## src/rtl/decodificador_secded_pipe.sv

```systemverilog
// Two-stage pipelined SECDED (extended Hamming) decoder with valid/ready handshake.
// Optional saturating error counters are built only when SECDED_CONTADORES_EN is defined.
module decodificador_secded_pipe #(
  parameter int DATA_W = 4,
  parameter int PAR_W  = 3,
  parameter int CNT_W  = 8
) (
  input  logic                    clk,
  input  logic                    rst,
  input  logic [DATA_W+PAR_W:0]   palabra_in,
  input  logic                    in_valid,
  output logic                    in_ready,
  output logic [DATA_W-1:0]       dato_out,
  output logic [1:0]              estado_err,
  output logic [PAR_W-1:0]        pos_error,
  output logic                    out_valid,
  input  logic                    out_ready,
  input  logic                    cnt_clr,
  output logic [CNT_W-1:0]        cnt_simple,
  output logic [CNT_W-1:0]        cnt_doble
);

  localparam int N = DATA_W + PAR_W + 1;

  localparam logic [1:0] ERR_NONE   = 2'b00;
  localparam logic [1:0] ERR_SINGLE = 2'b01;
  localparam logic [1:0] ERR_GLOB   = 2'b10;
  localparam logic [1:0] ERR_DOUBLE = 2'b11;

  function automatic logic [PAR_W-1:0] syndrome(input logic [N-1:0] cw);
    logic [PAR_W-1:0] s;
    s = '0;
    for (int k = 1; k < N; k++)
      if (cw[k]) s ^= PAR_W'(k);
    return s;
  endfunction

  // Data bits live at the non-power-of-2 positions; the first one found lands in d0.
  function automatic logic [DATA_W-1:0] extract(input logic [N-1:0] cw);
    logic [DATA_W-1:0] d;
    d = '0;
    for (int k = 1; k < N; k++)
      if ((k & (k - 1)) != 0) d = {cw[k], d[DATA_W-1:1]};
    return d;
  endfunction

  logic             v1, v2, rdy2;
  logic [N-1:0]     cw1;
  logic [PAR_W-1:0] syn1;
  logic             glob1;

  assign rdy2      = !v2 || out_ready;
  assign in_ready  = !v1 || rdy2;
  assign out_valid = v2;

  // NOTE: sequential state uses non-blocking assignments so every register samples pre-edge values.
  always_ff @(posedge clk or posedge rst) begin
    if (rst) begin
      v1    <= 1'b0;
      cw1   <= '0;
      syn1  <= '0;
      glob1 <= 1'b0;
    end else if (in_ready) begin
      v1 <= in_valid;
      if (in_valid) begin
        cw1   <= palabra_in;
        syn1  <= syndrome(palabra_in);
        glob1 <= ^palabra_in;
      end
    end
  end

  logic [1:0]        est_c;
  logic [DATA_W-1:0] dato_c;

  // NOTE: every always_comb output gets a default first, so no path can infer a latch.
  always_comb begin
    est_c  = ERR_NONE;
    dato_c = extract(cw1);
    if (syn1 == '0) begin
      est_c = glob1 ? ERR_GLOB : ERR_NONE;
    end else if (int'(syn1) > N - 1 || !glob1) begin
      est_c = ERR_DOUBLE;
    end else begin
      est_c  = ERR_SINGLE;
      dato_c = extract(cw1 ^ (N'(1) << syn1));
    end
  end

  always_ff @(posedge clk or posedge rst) begin
    if (rst) begin
      v2         <= 1'b0;
      dato_out   <= '0;
      estado_err <= ERR_NONE;
      pos_error  <= '0;
    end else if (rdy2) begin
      v2 <= v1;
      if (v1) begin
        dato_out   <= dato_c;
        estado_err <= est_c;
        pos_error  <= syn1;
      end
    end
  end

`ifdef SECDED_CONTADORES_EN
  logic xfer;
  assign xfer = v2 && out_ready;

  // Clear has priority over a simultaneous increment; both counters stick at all-ones.
  always_ff @(posedge clk or posedge rst) begin
    if (rst) begin
      cnt_simple <= '0;
      cnt_doble  <= '0;
    end else if (cnt_clr) begin
      cnt_simple <= '0;
      cnt_doble  <= '0;
    end else if (xfer) begin
      if ((estado_err == ERR_SINGLE || estado_err == ERR_GLOB) && cnt_simple != '1)
        cnt_simple <= cnt_simple + CNT_W'(1);
      if (estado_err == ERR_DOUBLE && cnt_doble != '1)
        cnt_doble <= cnt_doble + CNT_W'(1);
    end
  end
`else
  logic unused_cnt_clr;
  assign unused_cnt_clr = cnt_clr;
  assign cnt_simple     = '0;
  assign cnt_doble      = '0;
`endif

endmodule

```

## config.mk

```make
export PLATFORM = sky130hd
export DESIGN_NAME = decodificador_secded_pipe
export DESIGN_NICKNAME = d
export VERILOG_FILES = /design/src/rtl/decodificador_secded_pipe.sv
export SDC_FILE = /design/constraint.sdc
export NUM_CORES = 1
export LEC_CHECK = 0
export ABC_AREA = 1
export BUFFER_PORTS_ARGS = -buffer_cell sky130_fd_sc_hd__buf_2
export CORE_ASPECT_RATIO = 1.5
export CORE_MARGIN = 5
export CORE_UTILIZATION = 30
export CTS_CLUSTER_DIAMETER = 200
export DETAILED_ROUTE_END_ITERATION = 8
export PLACE_DENSITY_LB_ADDON = 0.3
export SLEW_MARGIN = 20
export SYNTH_ARGS = -nofsm -noshare
export SYNTH_HDL_FRONTEND = slang
export SYNTH_SLANG_ARGS = --single-unit
```

## constraint.sdc

```tcl
create_clock -name clk -period 2.85 [get_ports clk]
set_clock_uncertainty 0.15 [all_clocks]
set_input_delay 0 -clock clk [delete_from_list [all_inputs] [get_ports clk]]
set_output_delay 0 -clock clk [all_outputs]
set_load 0.02 [all_outputs]
```

==> results of run 1 <==
worst min-delay path: stages:
cell and delay [ns]:
buf_2 0.08, nand2_2 0.15, nand2_1 0.09, o21ai_1 0.05
where the power goes:
group          internal (W)  switching [W]  leakage [nW]
Clock             0.0000970      0.0000840        0.0255
Sequential         0.000340      0.0000433         0.230
Combinational      0.000108       0.000193         0.494
cells in the final DEF (no fill, tap or decap), drive strengths merged:
master / Yosys / final
nand2: 52 / 52
buf: 18 / 22
dfrtp: 19 / 19
inv: 18 / 18
conb: 1 / 16
o21ai: 15 / 15
nand3: 9 / 9
dlygate4sd3: 0 / 7
nor2: 6 / 6
xnor2: 5 / 5
xor2: 5 / 5
clkbuf: 0 / 3
nand2b: 2 / 2
mux2: 1 / 1
nand4: 1 / 1
clkinv: 0 / 1
flip-flops by register name, indices dropped and copies added (netlist names):
signal      cells
cw1             4
dato_out        4
estado_err      2
glob1           1
out_valid       1
pos_error       3
syn1            3
v1              1
what timing repair did:
action / CTS / global route
hold buffers: 7 / 0
endpoints found under the hold margin: 25 / 0
endpoints found under the setup margin: 0 / 0
buffers inserted: 0 / 0
metrics by stage:
step | cells | instance area (sq um) | total power (W) | setup WS, ns
after floorplan | 167 | 1210 | 0.000618 | 1.53
after global placement | 214 | 1230 | 0.000685 | 1.51
after detailed placement | 214 | 1230 | 0.000689 | 1.51
after CTS | 225 | 1350 | 0.000881 | 1.20
after global routing | 225 | 1350 | 0.000928 | 1.10
final | 225 | 1350 | 0.000865 | 1.19
layer usage:
layer / up-vias / global-route usage, % / share of wire [%]
li1: 498 / - / -
met4: 0 / 6.51 / 2.1
met1: 398 / 8.63 / 39
met5: - / 0 / 0
met2: 24 / 14.6 / 52
met3: 2 / 0.753 / 7.4
area by class of cell:
type / count / area share (%)
repair buffers: 29 / 13.3
multi-input cells: 112 / 39.1
well taps: 43 / 3.98
inverters: 18 / 5.00
clock buffers: 3 / 3.06
clock inverters: 1 / 0.370
flip-flops and latches: 19 / 35.2
worst min-delay path by stage:
stage / startpoint / end / cells past startpoint
after global routing: in_valid / cw1[5] / 3
final: in_valid / syn1[0] / 4
after floorplan: rst / cw1[3] / 1
after CTS: in_valid / syn1[0] / 4
after detailed placement: rst / v1 / 2
after global placement: rst / v1 / 2
kinds of logic (layout without fill, tap and decap cells):
kind of cell,after synthesis,after routing,synth area share [%]
buffers and inverters,36,51,17.9
AO/OA/AOI/OAI,15,15,6.51
AND/OR/NAND/NOR,70,70,25.5
flip-flops,19,19,41.2
XOR/XNOR,10,10,7.59
other,1,16,0.325
multiplexers,1,1,0.976
==> out/qor.txt, run 1 <==
Post-Syn Area - 1150 sq um
Residual DRC - 0
Status - complete, no violations
Die X - 60.6 um
Ys flop type - dfrtp_1
Post-synthesis cell type count - 19
FF-to-FF path depth - 4
CP endpoint - v1
Fill cells - 417
Die ar. - 5210 sq um
DR pass1 iterations - 4
Clock-pin transition on the worst setup and hold timing paths - 0.07 ns
Max Fclk - 601 MHz
Layout cells sized above 1 - 17.6%
Sink Count - 19
DPL Wire Length - 1610 um
WP data required - 2.84 ns
Vias - 922
Worst r2r src - v1
# diodes - 0
Worst skew pair latency - 0.25 ns
Max Slew Vio Count - 0
Slowest stage delay, CP - 0.56 ns
Initial antenna violation count - 0
Top-Level Pins - 40
Vias in the first global route - 860
Crit-path cells - dlygate4sd3_1 -> buf_2 -> inv_1 -> nand3_2 -> nand2_2 -> nand2_1 -> dlygate4sd3_1
1st-iter DRT viols - 17
Leak - 0.749 nW
WP buf/inv - 4
CP Class - in2reg
Post_cts resized - 0
Synth warn - 0
Routed WL per cell - 8.88 um
# H-tree levels - 1
Std-Cell Rows - 27
Synth area leaders - dfrtp_1, nand2_1, buf_4
I/O Buffers - 22
Multi-input gate area - 528 sq um
Clk Tree Root Cell - clkbuf_8
Vias per std cell - 4.10
Number of synthesized flops with an enable pin - 0
Commonest cells in the netlist - nand2_1, dfrtp_1, buf_4, inv_1, o21ai_0
Worst R2R End - v1
Most common cell in the netlist - nand2_1
Hold Slack - 0.0175 ns
Post-synth top area cell - dfrtp_1
Cell family with most CP delay - buffers and inverters
Critical Path Start Type - primary input
Min Clock Period, post-route - 1.66 ns
CTS Buf Count - 3
Largest net degree at the start of global routing - 20
Slowest-stage cell, CP - dlygate4sd3_1
CTS Buffer Depth - 2
Antenna viol nets, final - 0
Final setup fails - 0
Critical Path Fanout Max - 15
Post-synthesis sequential area ratio - 41.2%
Nets - 196
Global-route wire length before repair - 3370 um
Gpl congestion - 0.675
CTS tree - done
RSZ-0062 raised after global routing - false
PD cells - 640 nW/um^2
Die Y - 85.9 um
Gr ovfl total - 0
Sequential Area - 475 sq um
Arr. time, crit path - 1.65 ns
Starting density of the core - 31.3%
Synth Register Bits - 19
Post-Syn Instances - 152
Worst hold path type - in2reg
Slew HR - 54.6%
Endpoints failing hold - 0
Tot GR Track Use - 8.35%
Crit share post-route - 58.4%
Ys async rst share - 100%
Setup_tns - 0 ns
Core area - 3680 sq um
Levels on crit path - 7
Routed Wire Length - 2000 um
Fraction of post-synthesis cell area in the top cell type by area - 41.2%
MaxCap Viol Count - 0
CP Launch Point - out_ready
Most frequent CP cell - dlygate4sd3_1
Layout area overhead - 17.1%
Endpoint class of the critical path - register
Maximum vdd drop - 0.000200 V
Actual slew at the worst max-slew pin - 0.680 ns
Setup slack, reg-to-reg - 1.25 ns
Final Util - 36.7%
Average size of a mapped cell - 7.59 sq um
Note: power is estimated with default switching activity, not from simulation.
==> run 2: changes to the inputs <==
clock period = 1.5 ns   (was 2.85 ns; I/O delays follow)
==> run 2 against run 1 <==
  * Combinational power increased by 92%
  * Clock-buffer cell count unchanged
  * Sequential power is 91% higher
  * First-iteration DRC count grew 29%
  * Global-route usage grew 0.29 points
  * Non-clock buffer count grew 2
  * Sequential share of layout area fell by 0.39 points
  * Cell count is 0.89% higher
  * Register-to-register slack worse by 0.97 ns
  * Sequential cell count unchanged
  * Critical path depth is 1 higher
  * Die area is the same
  * Critical path type unchanged
==> out/qor.txt, run 2 (synthesized netlist as in run 1, its figures left out) <==
Status - complete, no violations
Vias in the first global route - 836
Highest-count cells in the layout ignoring fill and taps - nand2_1, buf_2, dfrtp_1, inv_1, conb_1
Setup_tns - 0 ns
Worst hold path type - in2reg
WP data required - 1.50 ns
Min Clock Period, post-route - 1.28 ns
Maximum vdd drop - 0.000346 V
Worst Hold Path Cells - 5
Crit share post-route - 85.1%
Top-Level Pins - 40
Gpl congestion - 0.707
Clock-pin transition on the worst setup and hold timing paths - 0.07 ns
Endpoint class of the critical path - register
I/O Buffers - 22
Critical Path Start Type - primary input
Pre-CTS WS - 0.269 ns
Tot GR Track Use - 8.64%
Critical Path Fanout Max - 15
CP Class - in2reg
Vias - 920
Leak - 0.759 nW
DR pass1 iterations - 4
Setup slack, reg-to-reg - 0.28 ns
# H-tree levels - 1
PD cells - 1220 nW/um^2
Hold Slack - 0.0338 ns
Max Fclk - 783 MHz
Biggest regs - cw1: 4 flops, dato_out: 4 flops
Final worst slack - 0.223 ns
DPL Wire Length - 1620 um
Die ar. - 5210 sq um
Max Slew Vio Count - 0
Layout cells sized above 1 - 18.5%
Arr. time, crit path - 1.27 ns
1st-iter DRT viols - 22
Largest net degree at the start of global routing - 20
Initial antenna violation count - 0
Final setup fails - 0
Global-route wire length before repair - 3420 um
Sink Count - 19
MaxCap Viol Count - 0
Std-Cell Rows - 27
Worst skew pair latency - 0.26 ns
Nets - 198
FF-to-FF path depth - 5
Post_cts resized - 0
Antenna viol nets, final - 0
Most common cell after layout, fill and taps aside - nand2_1
Starting density of the core - 31.3%
Clk Tree Root Cell - clkbuf_8
Die X - 60.6 um
CTS Buf Count - 3
Residual DRC - 0
Gr ovfl total - 0
Layout area overhead - 18.4%
RSZ-0062 raised after global routing - false
Routed Wire Length - 2050 um
Vias per std cell - 4.05
Die Y - 85.9 um
# diodes - 0
CTS tree - done
Total chip power - 0.00167 W
CTS Buffer Depth - 2
Core area - 3680 sq um
Routed WL per cell - 9.02 um
Endpoints failing hold - 0
[run 2: cell types whose count changed in the layout (fill, tap and decap cells not counted)]
cell,change
buf_4,+2
[run 2: metal layers]
layer / wire (um) / up-vias / global-route usage (%)
met4: 78 / 0 / 7.10
met5: 0 / - / 0
met1: 798 / 388 / 8.89
li1: - / 500 / -
met2: 1020 / 27 / 15.0
met3: 154 / 5 / 0.753
[run 2: final cells by class]
type	instances	area, sq um
tap	43	53.8
fill	399	2320
timing repair buffer	31	195
multi-input combinational	112	528
inverter	18	67.6
sequential	19	475
clock inverter	1	5.00
clock buffer	3	41.3
[run 2: critical path: stages]
cell and delay (ns):
dlygate4sd3_1 0.53, buf_2 0.12, inv_1 0.07, nand3_2 0.09
nand2_2 0.21, inv_1 0.10, nand3_1 0.09, o21ai_0 0.07
[run 2: power breakdown]
part           total [W]  internal (W)  switching (W)
logic           0.000579      0.000209       0.000369
registers       0.000730      0.000646      0.0000840
clock network   0.000357      0.000185       0.000172
[run 2: path summary, 6_finish.rpt]
path                                    start     endpoint
min in group asynchronous                 rst      syn1[2]
worst min-delay path            palabra_in[2]      syn1[1]
max in group asynchronous                 rst  dato_out[2]
worst max-delay path                out_ready      syn1[1]
worst min register to register    dato_out[1]  dato_out[1]
worst max register to register      out_valid      syn1[1]
[run 2: what timing repair did]
| item | in CTS | in global routing |
|---|---|---|
| buffers inserted | 0 | 0 |
| hold buffers | 7 | 0 |
| endpoints found under the hold margin | 25 | 0 |
[run 2: per-stage QoR]
stage / area [sq um] / util, % / instances
after floorplan: 1210 / - / 167
after global placement: 1250 / 33.9 / 216
after detailed placement: 1250 / 33.9 / 216
after CTS: 1370 / 37.1 / 227
after global routing: 1370 / 37.1 / 227
final: 1370 / 37.1 / 227
